--- config.mk ---
export PLATFORM = sky130hd
export DESIGN_NAME = load_store_unit_flat
export DESIGN_NICKNAME = d
export VERILOG_FILES = /design/src/rtl/load_store_unit_if.sv /design/src/rtl/load_store_unit.sv /design/src/flat_wrapper.sv
export SDC_FILE = /design/constraint.sdc
export NUM_CORES = 1
export LEC_CHECK = 0
export BUFFER_PORTS_ARGS = -buffer_cell sky130_fd_sc_hd__buf_2
export CAP_MARGIN = 20
export CORE_AREA = 2 2 184 96
export CTS_CLUSTER_DIAMETER = 40
export CTS_CLUSTER_SIZE = 20
export DETAILED_ROUTE_END_ITERATION = 10
export DIE_AREA = 0 0 186 98
export PLACE_DENSITY = 0.81
export RECOVER_POWER = 100
export SETUP_SLACK_MARGIN = 0.5
export SYNTH_ARGS = -nofsm -noshare
export SYNTH_HDL_FRONTEND = slang
export SYNTH_SLANG_ARGS = --single-unit
--- constraint.sdc ---
create_clock -name clock -period 6.65 [get_ports clock]
set_input_delay 1.33 -clock clock [delete_from_list [all_inputs] [get_ports clock]]
set_output_delay 1.33 -clock clock [all_outputs]
set_load 0.05 [all_outputs]
--- src/rtl/load_store_unit_if.sv ---
// CPU-side request/response and data_memory-side signals of the load/store unit.
// master: the environment (CPU datapath plus data_memory); slave: the load/store unit.
interface load_store_unit_if;
    logic        cpu_valid;
    logic        cpu_ready;
    logic [31:0] cpu_address;
    logic [31:0] cpu_wdata;
    logic        cpu_write;
    logic [1:0]  cpu_mode;
    logic        cpu_unsigned;
    logic        cpu_done;
    logic [31:0] cpu_rdata;
    logic        cpu_misaligned;
    logic [31:0] mem_address;
    logic [1:0]  mem_mode;
    logic        mem_unsigned;
    logic        mem_wren;
    logic [31:0] mem_data;
    logic [31:0] mem_q;

    modport master (
        output cpu_valid, cpu_address, cpu_wdata, cpu_write, cpu_mode, cpu_unsigned, mem_q,
        input  cpu_ready, cpu_done, cpu_rdata, cpu_misaligned,
        input  mem_address, mem_mode, mem_unsigned, mem_wren, mem_data
    );

    modport slave (
        input  cpu_valid, cpu_address, cpu_wdata, cpu_write, cpu_mode, cpu_unsigned, mem_q,
        output cpu_ready, cpu_done, cpu_rdata, cpu_misaligned,
        output mem_address, mem_mode, mem_unsigned, mem_wren, mem_data
    );
endinterface

--- src/rtl/load_store_unit.sv ---
// Load/store unit: one request at a time towards data_memory. Misaligned half/word
// accesses are split into sequential unsigned byte accesses and reassembled.
module load_store_unit #(
    parameter int unsigned READ_LATENCY = 1  // must be >= 1
) (
    input logic              clock,
    input logic              reset,  // asynchronous, active-low
    load_store_unit_if.slave bus
);
    localparam logic [1:0] MemByte = 2'd0;
    localparam logic [1:0] MemHalf = 2'd1;
    localparam logic [1:0] MemWord = 2'd2;

    typedef enum logic [1:0] {StIdle, StIssue, StWait, StDone} state_e;

    state_e      state_q, state_d;
    logic [31:0] addr_q, wdata_q;
    logic        write_q, unsigned_q, split_q;
    logic [1:0]  mode_q;
    logic [1:0]  last_idx_q;  // N-1
    logic [1:0]  idx_q, idx_d;
    logic [7:0]  wait_q, wait_d;
    logic [31:0] asm_q, asm_d;
    logic [31:0] rdata_q, rdata_d;
    logic [31:0] maddr_q, mdata_q;
    logic [1:0]  mmode_q;
    logic        muns_q;

    logic        accept, req_split, last_access;
    logic [31:0] acc_addr, acc_data, asm_next, load_result;
    logic [1:0]  acc_mode;
    logic        acc_uns;

    assign accept    = (state_q == StIdle) && bus.cpu_valid;
    assign req_split = ((bus.cpu_mode == MemHalf) && (bus.cpu_address[1:0] == 2'd3)) ||
                       ((bus.cpu_mode == MemWord) && (bus.cpu_address[1:0] != 2'd0));

    // Parameters of access idx_q for the latched request.
    assign acc_addr    = split_q ? addr_q + {30'd0, idx_q} : addr_q;
    assign acc_mode    = split_q ? MemByte : mode_q;
    assign acc_uns     = split_q ? 1'b1 : unsigned_q;
    assign acc_data    = split_q ? {24'd0, wdata_q[{idx_q, 3'b000} +: 8]} : wdata_q;
    assign last_access = (idx_q == last_idx_q);

    assign asm_next = asm_q | ({24'd0, bus.mem_q[7:0]} << {idx_q, 3'b000});

    // Final load value: aligned loads are already extended by the memory.
    always_comb begin
        load_result = bus.mem_q;
        if (split_q) begin
            if (mode_q == MemHalf) begin
                load_result = {unsigned_q ? 16'h0000 : {16{asm_next[15]}}, asm_next[15:0]};
            end else begin
                load_result = asm_next;
            end
        end
    end

    // State and progress registers.
    always_ff @(posedge clock or negedge reset) begin
        if (!reset) begin
            state_q <= StIdle;
            idx_q   <= 2'd0;
            wait_q  <= 8'd0;
            asm_q   <= 32'd0;
            rdata_q <= 32'd0;
        end else begin
            state_q <= state_d;
            idx_q   <= idx_d;
            wait_q  <= wait_d;
            asm_q   <= asm_d;
            rdata_q <= rdata_d;
        end
    end

    // Next-state: issue each access, wait out the read latency, then pulse done.
    always_comb begin
        state_d = state_q;
        idx_d   = idx_q;
        wait_d  = wait_q;
        asm_d   = asm_q;
        rdata_d = rdata_q;
        unique case (state_q)
            StIdle: begin
                if (accept) begin
                    state_d = StIssue;
                    idx_d   = 2'd0;
                    asm_d   = 32'd0;
                end
            end
            StIssue: begin
                wait_d = 8'd0;
                if (!write_q) begin
                    state_d = StWait;
                end else if (last_access) begin
                    state_d = StDone;
                end else begin
                    idx_d = idx_q + 2'd1;
                end
            end
            StWait: begin
                if (wait_q == 8'(READ_LATENCY - 1)) begin
                    asm_d = asm_next;
                    if (last_access) begin
                        rdata_d = load_result;
                        state_d = StDone;
                    end else begin
                        idx_d   = idx_q + 2'd1;
                        state_d = StIssue;
                    end
                end else begin
                    wait_d = wait_q + 8'd1;
                end
            end
            StDone:  state_d = StIdle;
            default: state_d = StIdle;
        endcase
    end

    // Latch the request on accept; cpu_misaligned follows split_q until the next accept.
    always_ff @(posedge clock or negedge reset) begin
        if (!reset) begin
            addr_q     <= 32'd0;
            wdata_q    <= 32'd0;
            write_q    <= 1'b0;
            mode_q     <= MemByte;
            unsigned_q <= 1'b0;
            split_q    <= 1'b0;
            last_idx_q <= 2'd0;
        end else if (accept) begin
            addr_q     <= bus.cpu_address;
            wdata_q    <= bus.cpu_wdata;
            write_q    <= bus.cpu_write;
            mode_q     <= bus.cpu_mode;
            unsigned_q <= bus.cpu_unsigned;
            split_q    <= req_split;
            last_idx_q <= !req_split ? 2'd0 : (bus.cpu_mode == MemHalf) ? 2'd1 : 2'd3;
        end
    end

    // Hold the last issued memory controls: data_memory applies mode/unsigned at its output.
    always_ff @(posedge clock or negedge reset) begin
        if (!reset) begin
            maddr_q <= 32'd0;
            mmode_q <= MemByte;
            muns_q  <= 1'b0;
            mdata_q <= 32'd0;
        end else if (state_q == StIssue) begin
            maddr_q <= acc_addr;
            mmode_q <= acc_mode;
            muns_q  <= acc_uns;
            mdata_q <= acc_data;
        end
    end

    assign bus.mem_address    = (state_q == StIssue) ? acc_addr : maddr_q;
    assign bus.mem_mode       = (state_q == StIssue) ? acc_mode : mmode_q;
    assign bus.mem_unsigned   = (state_q == StIssue) ? acc_uns  : muns_q;
    assign bus.mem_data       = (state_q == StIssue) ? acc_data : mdata_q;
    assign bus.mem_wren       = (state_q == StIssue) && write_q;
    assign bus.cpu_ready      = (state_q == StIdle);
    assign bus.cpu_done       = (state_q == StDone);
    assign bus.cpu_rdata      = rdata_q;
    assign bus.cpu_misaligned = split_q;
endmodule

--- src/flat_wrapper.sv ---
// flat-port wrapper written by rule: the top's interface ports become plain ports
module load_store_unit_flat 
#(
    parameter int unsigned READ_LATENCY = 1                 
)
  (clock, reset, bus_cpu_valid, bus_cpu_address, bus_cpu_wdata, bus_cpu_write, bus_cpu_mode, bus_cpu_unsigned, bus_mem_q, bus_cpu_ready, bus_cpu_done, bus_cpu_rdata, bus_cpu_misaligned, bus_mem_address, bus_mem_mode, bus_mem_unsigned, bus_mem_wren, bus_mem_data);
  load_store_unit_if bus_i ();
  input logic clock;
  input logic reset;
  input wire logic [$bits(bus_i.cpu_valid)-1:0] bus_cpu_valid;
  input wire logic [$bits(bus_i.cpu_address)-1:0] bus_cpu_address;
  input wire logic [$bits(bus_i.cpu_wdata)-1:0] bus_cpu_wdata;
  input wire logic [$bits(bus_i.cpu_write)-1:0] bus_cpu_write;
  input wire logic [$bits(bus_i.cpu_mode)-1:0] bus_cpu_mode;
  input wire logic [$bits(bus_i.cpu_unsigned)-1:0] bus_cpu_unsigned;
  input wire logic [$bits(bus_i.mem_q)-1:0] bus_mem_q;
  output wire logic [$bits(bus_i.cpu_ready)-1:0] bus_cpu_ready;
  output wire logic [$bits(bus_i.cpu_done)-1:0] bus_cpu_done;
  output wire logic [$bits(bus_i.cpu_rdata)-1:0] bus_cpu_rdata;
  output wire logic [$bits(bus_i.cpu_misaligned)-1:0] bus_cpu_misaligned;
  output wire logic [$bits(bus_i.mem_address)-1:0] bus_mem_address;
  output wire logic [$bits(bus_i.mem_mode)-1:0] bus_mem_mode;
  output wire logic [$bits(bus_i.mem_unsigned)-1:0] bus_mem_unsigned;
  output wire logic [$bits(bus_i.mem_wren)-1:0] bus_mem_wren;
  output wire logic [$bits(bus_i.mem_data)-1:0] bus_mem_data;
  assign bus_i.cpu_valid = bus_cpu_valid;
  assign bus_i.cpu_address = bus_cpu_address;
  assign bus_i.cpu_wdata = bus_cpu_wdata;
  assign bus_i.cpu_write = bus_cpu_write;
  assign bus_i.cpu_mode = bus_cpu_mode;
  assign bus_i.cpu_unsigned = bus_cpu_unsigned;
  assign bus_i.mem_q = bus_mem_q;
  assign bus_cpu_ready = bus_i.cpu_ready;
  assign bus_cpu_done = bus_i.cpu_done;
  assign bus_cpu_rdata = bus_i.cpu_rdata;
  assign bus_cpu_misaligned = bus_i.cpu_misaligned;
  assign bus_mem_address = bus_i.mem_address;
  assign bus_mem_mode = bus_i.mem_mode;
  assign bus_mem_unsigned = bus_i.mem_unsigned;
  assign bus_mem_wren = bus_i.mem_wren;
  assign bus_mem_data = bus_i.mem_data;
  load_store_unit #(.READ_LATENCY(READ_LATENCY)) u_core (.clock(clock), .reset(reset), .bus(bus_i));
endmodule
Word-level counts from Yosys, hierarchy flattened
Index checks and enable logic that the tools add are counted.

Register bits after elaboration: 214. Output and inout port bits: 103. Logic and storage cells: 80.

Add/sub/neg operators: 3. Equality and inequality tests: 13. Shift-type cells: 2. Multiplexer cells: 29. Bitwise operators: 1. Reductions and logical operators: 16.

Operator list (count): 2-to-1 mux 32 bit (8); case mux 32 bit (2 select lines) (1); adder 32 x 2 -> 32 bit (1); bitwise OR 32 bit (1); variable part select 32 x 6 -> 8 bit (1); left shift 8 x 5 -> 32 bit (1); 2-to-1 mux 2 bit (13); 2-to-1 mux 16 bit (1); case mux 8 bit (2 select lines) (1); AND reduction 3 bit (3); adder 8 x 1 -> 8 bit (second input constant) (1); equality test 2 bit (second input constant) (4); zero test 8 bit (1); 2-to-1 mux 8 bit (1); case mux 2 bit (4 select lines) (1); equality test 2 x 1 -> 1 bit (second input constant) (3); inequality test 2 x 1 -> 1 bit (second input constant) (3); case mux 2 bit (3 select lines) (1); nonzero test 2 bit (3); logical AND 1 bit (4); AND reduction 4 bit (1); inequality test 3 bit (second input constant) (1); nonzero test 3 bit (1); adder 2 x 1 -> 2 bit (second input constant) (1); other kinds (6) (7).

Longest topological paths before layout
Gate-level depths: netlist of the first run.

Depth after elaboration: 5. Gate-level depth with buffers: 9. Gate-level depth less buffers: 8.

Least setup slack after synthesis of the first run
Ideal clock, no wire load.

Kind: register -> output. Start point: reg u_core.idx_q[1]. End point: out bus_mem_address[16]. Arrival time: 3.213 ns. Data required time: 5.320 ns. Slack: 2.107 ns. Stages on the path, launching flop included: 10. Path buffers: 2. Cells stage by stage: dfrtp_1 -> buf_2 -> inv_1 -> clkbuf_1 -> fa_1 -> nand3b_1 -> or4_1 -> nor3b_2 -> xnor2_1 -> a21oi_1.

Cells in the longest elaborated chain, start to end: 3.

Ends and longest elaborated chain: from (decl) (RTL line load_store_unit.sv:21) `logic [1:0] idx_q, idx_d;`; from (signal assigned) (RTL line load_store_unit.sv:69) `idx_q <= idx_d;`; adder 32 x 2 -> 32 bit (RTL line load_store_unit.sv:39) `assign acc_addr = split_q ? addr_q + {30'd0, idx_q} : addr_q;`; 2-to-1 mux 32 bit (RTL line load_store_unit.sv:39); 2-to-1 mux 32 bit (RTL line load_store_unit.sv:156) `assign bus.mem_address = (state_q == StIssue) ? acc_addr : maddr_q;`; to (decl) (RTL line flat_wrapper.sv:21) `output wire logic [$bits(bus_i.mem_address)-1:0] bus_mem_address;`.

No other way between the ends.

Final worst setup path of the first run
Start point: reg u_core.idx_q[0]. End point: out bus_mem_address[22].

Same word-level chain as after synthesis.

==> impl_metrics.csv, run 1 <==
group,metric,value,unit
route,avgViaCountPerCell,5.56,
synth,async_flop_share,100,%
grt,antenna_found_initial,3,
synth,netlist-cell-type-count,51,
setup_path,end_kind,"output pin",
worst_hold_path,hold-path-cell-count,2,
placed_design,place.port_buffers,205,
grt,grt_overflow,0,
timing,setup_viol,0,
synth,syn_area_per_cell,10.5,um^2
worst_hold_path,holdPathEnd,"u_core.bus.cpu_rdata[30]$_DFFE_PN0P_",
floorplanning,io_pins,206,
timing,fin_worst_skew,0.0134,ns
cts,cts_sinks,213,
cts,cts_tree,"yes",
synth,synth_common_cells,"dfrtp_1, nor2_1, nand2_1",
setup_path,cp-start-kind,"flop",
grt,first_global_vias,7161,
setup_path,cp_data_arrival_time,4.38,ns
setup_path,cp.buffers_inverters,2,
finish,drive_gt1_share,20.2,%
worst_hold_path,min_path_type,"flop to flop",
route,drt.antenna.violating_nets,0,
timing,tns,0,ns
cts,cts_resized,0,
floorplanning,row_count,34,
synth,yosysMostFrequentCell,"dfrtp_1",
route,route.detailed.drc,0,
cts,hold_buffers,0,
worst_hold_path,hp-start,"u_core.bus.cpu_rdata[30]$_DFFE_PN0P_",
route,drt_first_pass_iters,5,
floorplanning,die_area,18200,um^2
setup_path,max_stage_delay,0.93,ns
floorplanning,core-area,16800,um^2
timing,fin_crit,5.71,ns
setup_path,path_delay_family,"simple AND/OR/NAND/NOR gates",
setup_path,worstReg2RegEnd,"u_core.bus.cpu_rdata[12]$_DFFE_PN0P_",
setup_path,cp_cell_sequence,"ha_1 > inv_1 > fa_1 > nand3b_1 > nor4_2 > nand3_1 > xor2_1 > a21oi_1 > clkbuf_1",
synth,synth_area,9650,um^2
setup_path,r2r_slack,1.75,ns
flow_run,maxCapViolations,5,
cts,cts_max_level,1,
finish,synthToLayoutAreaGrowth,16.9,%
synth,syn_nets,1035,
grt,grt_max_degree,86,
synth,yosysTopAreaCell,"dfrtp_1",
outcome,status,"complete, but fails checks",
setup_path,crit_path_max_fanout,21,
cts,clk_pin_slew,0.07,ns
floorplanning,die_w,186,um
route,num_vias,7494,
cts,cts_made_buffers,18,
floorplanning,start_util,57.4,%
synth,synth_edf_count,0,
route,drtIter0Drc,611,
synth,postSynthCellCount,923,
timing,hold_viol,0,
cts,cts_root_buffer,"clkbuf_16",
route,wl_per_cell,17.9,um
placed_design,gp_congestion,0.875,
placed_design,placed_cells,1313,
synth,ys_ff_latch,213,
timing,worst_pin_slew,4.57,ns
floorplanning,chipHeight,98,um
setup_path,cp_slowest_cell,"nor4_2",
setup_path,worstSetupPathType,"flop to output pin",
synth,ys_seq_area_share,55.3,%
synth,yosys-top-cells-area,"dfrtp_1, mux2_2, a21oi_1, nor2_1, nand2_1",
timing,max_freq,0.175,GHz
cts,postCtsSetupBuffers,0,
outcome,violations,"capacitance limit, slew limit",
timing,fin_crit_sh,85.9,%
timing,finalWorstSetupSlack,0.939,ns
finish,final_util,67.1,%
synth,yosysWarnings,0,
timing,relSlewSlack,-204,%
finish,fin_cells,1347,
setup_path,cp.required,5.32,ns
placed_design,pre_cts_ws,1.75,ns
grt,grt_pass1_wl,38.3,mm
timing,grt_setup_unrepaired,"false",
synth,yosysTopAreaCellShare,55.3,%
cts,clockBufferDepth,3,
setup_path,reg2reg_from,"u_core.last_idx_q[0]$_DFFE_PN0P_",
setup_path,rr_worst_depth,6,
synth,synthFlopType,"dfrtp_1",
timing,maxSlewViolCount,266,
finish,num-nets-final,1213,
placed_design,hpwl,16.8,mm
grt,grt_usage,26.8,%
cts,clk_latency,0.49,ns
route,drt-total-wl,24.1,mm
## flip-flops by register name, summed over array words and instances (netlist names)
name                  cells
u_core.last_idx_q         2
u_core.wait_q             8
u_core.mdata_q           32
u_core.wdata_q           32
u_core.unsigned_q         1
u_core.muns_q             1
u_core.addr_q            32
u_core.idx_q              2
u_core.asm_q             32
u_core.state_q            2
u_core.maddr_q           32
u_core.mmode_q            2
u_core.write_q            1
u_core.bus.cpu_rdata     32
u_core.mode_q             2
## cells by family after synthesis
family | after synthesis | share of synthesized area (%)
AOI/OAI and AO/OA | 209 | 12.9
adders and majority gates | 9 | 1.25
DFF | 213 | 55.3
xor gates and xnor gates | 35 | 3.18
and+or+nand+nor | 278 | 13.6
buffers and inverters | 92 | 3.68
muxes | 87 | 10.1
## metal layers
metal / vias up / global-route usage [%] / share of wire, %
li1: 3534 / - / -
met1: 3632 / 43.5 / 49
met2: 292 / 37.3 / 41
met3: 32 / 5.26 / 8.0
met4: 4 / 5.15 / 1.5
met5: - / 0 / 0.087
## area by class of cell
cell class	instances	area, um^2
clock inverter	10	133
timing repair buffer	212	936
tap	234	293
multi-input combinational	618	3950
inverter	38	143
antenna	1	2.50
fill	1398	5530
clock buffer	21	493
sequential	213	5330
## metrics by stage
stage | cell area [um^2] | hold WS (ns)
after floorplan | 9650 | 0.463
after global placement | 10800 | 0.454
after detailed placement | 10800 | 0.460
after CTS | 11400 | 0.478
after global routing | 11300 | 0.515
final | 11300 | 0.480
## worst max-delay path by stage
stage                                 from                           end  slack (ns)  depth (start not counted)
3_3_place_gp   u_core.idx_q[0]$_DFFE_PN0P_           bus_mem_address[24]        1.84                          9
4_1_cts        u_core.idx_q[0]$_DFFE_PN0P_           bus_mem_address[22]        1.20                          9
2_1_floorplan  u_core.idx_q[1]$_DFFE_PN0P_           bus_mem_address[16]        2.11                          9
5_1_grt                              reset  u_core.mdata_q[19]$_DFF_PN0_        0.56                          2
6_report       u_core.idx_q[0]$_DFFE_PN0P_           bus_mem_address[22]        0.94                          9
3_5_place_dp   u_core.idx_q[0]$_DFFE_PN0P_           bus_mem_address[24]        1.75                          9
## cell usage in the layout (no fill, tap or decap), types with 17 or more instances in the layout
cell         n
dfrtp_1    213
clkbuf_1   109
nor2_1     104
nand2_1    100
buf_2      100
a21oi_1     80
mux2_2      79
o21ai_0     58
inv_1       38
a22o_1      22
clkbuf_16   19
xnor2_1     18
xor2_1      17
o31ai_1     17
## worst min-delay path: cells and delay by family, from the launching register on
kind	cells	cell delay (ns)
flops	1	0.35
compound gates	1	0.05
simple gates	1	0.05
Power of run 1 is not shown: default switching activity piles up to over one toggle a cycle in this logic, so the estimate is an artifact.
==> run 2, diff against run 1 <==
CORE_AREA = 2 2 191 99   (was 2 2 184 96)
DIE_AREA = 0 0 193 101   (was 0 0 186 98)
PLACE_DENSITY = 0.77   (was 0.81)
==> impl_metrics.csv, run 2 (synthesis gave the netlist of run 1 again) <==
group,metric,value,unit
setup_path,cp.buffers_inverters,2,
route,drtIter0Drc,654,
setup_path,reg2reg_from,"u_core.last_idx_q[0]$_DFFE_PN0P_",
route,drt-total-wl,24.4,mm
finish,num-nets-final,1216,
timing,relSlewSlack,-111,%
grt,grt_overflow,0,
flow_run,maxCapViolations,7,
floorplanning,io_pins,206,
setup_path,cp_data_arrival_time,4.44,ns
finish,final_cell_mix,"dfrtp_1, clkbuf_1, nor2_1",
timing,fin_crit_sh,86.8,%
floorplanning,die_w,193,um
cts,cts_sinks,213,
setup_path,max_stage_delay,0.91,ns
placed_design,gp_congestion,0.860,
timing,finalWorstSetupSlack,0.876,ns
timing,maxSlewViolCount,433,
timing,setup_viol,0,
setup_path,worstReg2RegEnd,"u_core.bus.cpu_rdata[9]$_DFFE_PN0P_",
setup_path,cp_slowest_cell,"nor4_2",
cts,cts_tree,"yes",
finish,drive_gt1_share,20.6,%
setup_path,path_delay_family,"simple AND/OR/NAND/NOR gates",
setup_path,cp.required,5.32,ns
grt,first_global_vias,7135,
timing,grt_setup_unrepaired,"false",
finish,fin_cells,1360,
route,wl_per_cell,17.9,um
route,drt.antenna.violating_nets,0,
placed_design,place.port_buffers,205,
placed_design,pre_cts_ws,1.65,ns
cts,clk_pin_slew,0.07,ns
setup_path,r2r_slack,1.55,ns
route,drt_first_pass_iters,6,
cts,clk_latency,0.50,ns
cts,cts_made_buffers,20,
cts,clockBufferDepth,3,
timing,tns,0,ns
route,avgViaCountPerCell,5.59,
setup_path,crit_end,"bus_mem_address[24]",
timing,hold_ws,0.476,ns
setup_path,cp.depth,9,
outcome,violations,"capacitance limit, slew limit",
timing,fin_worst_skew,0.0134,ns
placed_design,hpwl,16.8,mm
setup_path,crit_start,"u_core.idx_q[0]$_DFFE_PN0P_",
cts,cts_max_level,1,
grt,grt_usage,25.5,%
route,route.detailed.drc,0,
route,num_vias,7608,
grt,grt_max_degree,118,
floorplanning,chipHeight,101,um
worst_hold_path,hold-path-cell-count,2,
floorplanning,core-area,18000,um^2
timing,fin_crit,5.77,ns
floorplanning,start_util,53.7,%
floorplanning,row_count,35,
cts,hold_buffers,0,
finish,synthToLayoutAreaGrowth,17.4,%
finish,fill_cells,1574,
setup_path,cp_cell_sequence,"ha_1 > inv_1 > fa_1 > nand3b_1 > nor4_2 > nand4_1 > xor2_1 > a21oi_1 > clkbuf_1",
timing,hold_viol,0,
worst_hold_path,min_path_type,"flop to flop",
cts,cts_resized,0,
setup_path,worstSetupPathType,"flop to output pin",
setup_path,cp-start-kind,"flop",
setup_path,end_kind,"output pin",
outcome,status,"complete, but fails checks",
cts,cts_root_buffer,"clkbuf_16",
finish,mostFrequentLayoutCell,"dfrtp_1",
setup_path,crit_path_max_fanout,21,
timing,max_freq,0.173,GHz
grt,antenna_found_initial,2,
placed_design,placed_cells,1320,
cts,postCtsSetupBuffers,0,
floorplanning,die_area,19500,um^2
setup_path,rr_worst_depth,6,
grt,grt_pass1_wl,38.8,mm
timing,worst_pin_slew,3.17,ns
run 2: worst min-delay path by stage:
stage	from	endpoint	slack [ns]
floorplan	u_core.asm_q[16]$_DFFE_PN0P_	u_core.asm_q[16]$_DFFE_PN0P_	0.46
global placement	u_core.bus.cpu_rdata[31]$_DFFE_PN0P_	u_core.bus.cpu_rdata[31]$_DFFE_PN0P_	0.45
detailed placement	u_core.bus.cpu_rdata[31]$_DFFE_PN0P_	u_core.bus.cpu_rdata[31]$_DFFE_PN0P_	0.46
CTS	u_core.bus.cpu_rdata[28]$_DFFE_PN0P_	u_core.bus.cpu_rdata[28]$_DFFE_PN0P_	0.48
global route	u_core.bus.cpu_rdata[6]$_DFFE_PN0P_	u_core.bus.cpu_rdata[6]$_DFFE_PN0P_	0.52
finish	u_core.bus.cpu_rdata[28]$_DFFE_PN0P_	u_core.bus.cpu_rdata[28]$_DFFE_PN0P_	0.48
run 2: tightest hold or removal path, stage by stage (launching register included):
cell	delay (ns)
dfrtp_1	0.34
nand2_1	0.05
o31ai_1	0.05
run 2: metrics by stage:
| step | cell area, um^2 | util (%) |
|---|---|---|
| 4_1_cts | 11500 | 64.1 |
| 5_1_grt | 11300 | 63.0 |
| 6_report | 11300 | 63.0 |
| 2_1_floorplan | 9650 | - |
| 3_5_place_dp | 10800 | 60.4 |
| 3_3_place_gp | 10800 | 60.3 |
run 2: routing by layer:
layer / track usage [%] / vias up / wire, um
li1: - / 3559 / -
met1: 40.1 / 3754 / 11900
met2: 35.2 / 266 / 10100
met4: 3.96 / 2 / 266
met5: 0 / - / 13
met3: 7.27 / 27 / 2150
run 2: cell type report:
class | count | area, um^2 | area share (%)
Multi-Input combinational cell | 618 | 3920 | 34.6
Timing Repair Buffer | 213 | 955 | 8.43
Sequential cell | 213 | 5330 | 47.1
Clock inverter | 14 | 141 | 1.25
Antenna cell | 2 | 5.00 | 0.0442
Tap cell | 240 | 300 | 2.65
Inverter | 38 | 143 | 1.26
Clock buffer | 22 | 529 | 4.68
Power of run 2 is left out for the same reason.
==> run 3, diff against run 2 <==
--- a/constraint.sdc
+++ b/constraint.sdc
@@ -3,2 +3,2 @@
 set_output_delay 1.33 -clock clock [all_outputs]
-set_load 0.05 [all_outputs]
+set_load 0.01 [all_outputs]
==> impl_metrics.csv, run 3 (synthesis gave the netlist of run 1 again) <==
group,metric,value,unit
grt,grt_pass1_wl,39.1,mm
grt,grt_usage,25.8,%
timing,fin_crit,5.68,ns
route,avgViaCountPerCell,5.52,
flow_run,maxCapViolations,6,
finish,drive_gt1_share,20.3,%
setup_path,cp_common_cell,"clkbuf_1",
cts,cts_max_level,1,
setup_path,worstSetupPathType,"flop to output pin",
grt,grt_overflow,0,
timing,tns,0,ns
finish,final_cell_mix,"dfrtp_1, nor2_1, buf_2",
finish,ff_latch_area,5330,um^2
finish,mostFrequentLayoutCell,"dfrtp_1",
finish,synthToLayoutAreaGrowth,16.3,%
route,route.detailed.drc,0,
cts,cts_tree,"yes",
cts,cts_sinks,213,
setup_path,cp_cell_sequence,"clkbuf_1 > nor2b_1 > clkbuf_2 > nand2_1 > o21ai_0 > clkbuf_1",
finish,final_util,62.5,%
setup_path,cp_data_arrival_time,4.35,ns
setup_path,end_kind,"output pin",
placed_design,hpwl,17.2,mm
cts,postCtsSetupBuffers,0,
floorplanning,die_w,193,um
timing,fin_crit_sh,85.3,%
route,drtIter0Drc,555,
route,drt.antenna.violating_nets,0,
cts,cts_made_buffers,18,
outcome,violations,"capacitance limit, slew limit",
finish,multi_input_area,3890,um^2
route,drt_first_pass_iters,5,
placed_design,gp_congestion,0.868,
cts,hold_buffers,0,
cts,cts_root_buffer,"clkbuf_16",
timing,maxSlewViolCount,394,
finish,fin_cells,1355,
route,num_vias,7475,
timing,grt_setup_unrepaired,"false",
floorplanning,die_area,19500,um^2
timing,max_freq,0.176,GHz
worst_hold_path,min_path_type,"flop to flop",
setup_path,cp.required,5.32,ns
route,wl_per_cell,18.3,um
timing,relSlewSlack,-113,%
pwr,leakagePower,5.00,nW
timing,hold_viol,0,
cts,cts_resized,0,
floorplanning,io_pins,206,
cts,clockBufferDepth,3,
finish,num-nets-final,1214,
floorplanning,row_count,35,
route,drt-total-wl,24.7,mm
cts,clk_latency,0.50,ns
setup_path,cp-start-kind,"flop",
timing,worst_pin_slew,3.19,ns
pwr,ir_worst_vdd,0.278,mV
outcome,status,"complete, but fails checks",
grt,first_global_vias,7180,
grt,antenna_found_initial,2,
finish,fill_cells,1579,
floorplanning,start_util,53.7,%
setup_path,crit_path_max_fanout,57,
setup_path,cp_slowest_cell,"clkbuf_1",
setup_path,max_stage_delay,1.86,ns
timing,fin_worst_skew,0.0195,ns
placed_design,placed_cells,1321,
cts,clk_pin_slew,0.07,ns
setup_path,r2r_slack,1.60,ns
floorplanning,core-area,18000,um^2
placed_design,place.port_buffers,205,
grt,grt_max_degree,120,
pwr,power_density,518,nW/um^2
timing,setup_viol,0,
floorplanning,chipHeight,101,um
run 3: cell types whose count changed in the layout (fill, tap and decap cells not counted), moves of 2 or more:
| cell | previous run | this run |
|---|---|---|
| mux2_2 | 80 | 78 |
| mux2_1 | 6 | 8 |
| buf_2 | 100 | 104 |
| clkbuf_1 | 108 | 103 |
| clkbuf_16 | 21 | 19 |
| inv_8 | 5 | 2 |
run 3: critical path, delay by kind of cell (launching register included):
family / cells / cell delay, ns
buffers and inverters: 3 / 2.57
DFF: 1 / 0.39
and+or+nand+nor: 2 / 0.70
AOI/OAI and AO/OA: 1 / 0.17
run 3: worst paths after layout:
| kind | startpoint | end | cells past startpoint |
|---|---|---|---|
| worst max-delay path | u_core.last_idx_q[0]$_DFFE_PN0P_ | bus_mem_data[19] | 6 |
| worst min-delay path | u_core.bus.cpu_rdata[30]$_DFFE_PN0P_ | u_core.bus.cpu_rdata[30]$_DFFE_PN0P_ | 2 |
| worst max register to register | u_core.last_idx_q[0]$_DFFE_PN0P_ | u_core.bus.cpu_rdata[12]$_DFFE_PN0P_ | 6 |
| worst min register to register | u_core.bus.cpu_rdata[30]$_DFFE_PN0P_ | u_core.bus.cpu_rdata[30]$_DFFE_PN0P_ | 2 |
| max in group asynchronous | reset | u_core.mdata_q[8]$_DFF_PN0_ | 2 |
| min in group asynchronous | reset | u_core.bus.cpu_rdata[3]$_DFFE_PN0P_ | 1 |
run 3: layer usage:
metal / GRT usage [%] / share of wire, % / wire length [um]
met1: 40.1 / 49 / 12000
met2: 36.6 / 42 / 10300
met3: 6.68 / 8.2 / 2020
met4: 4.72 / 1.5 / 374
met5: 0 / 0.053 / 13
run 3: final cells by class:
cell class	count	share of cell area, %
Multi-Input combinational cell	618	34.7
Clock inverter	11	0.981
Inverter	38	1.27
Antenna cell	2	0.0446
Timing Repair Buffer	213	8.42
Clock buffer	20	4.36
Sequential cell	213	47.5
Tap cell	240	2.68
run 3: stage by stage:
step	power, mW	hold slack [ns]	area [um^2]	setup slack [ns]
global route	6.25	0.513	11200	0.555
floorplan	3.89	0.463	9650	2.68
finish	5.81	0.480	11200	0.975
global placement	4.76	0.455	10800	1.89
detailed placement	4.84	0.465	10800	1.82
CTS	5.94	0.481	11400	1.28
run 3: report_power, final:
part / total, mW / leakage, nW / internal (mW) / switching, mW
Combinational: 2.45 / 2.10 / 0.963 / 1.48
Sequential: 2.30 / 2.61 / 1.89 / 0.406
Clock: 1.07 / 0.290 / 0.556 / 0.516
Note: power is estimated with default switching activity, not from simulation.
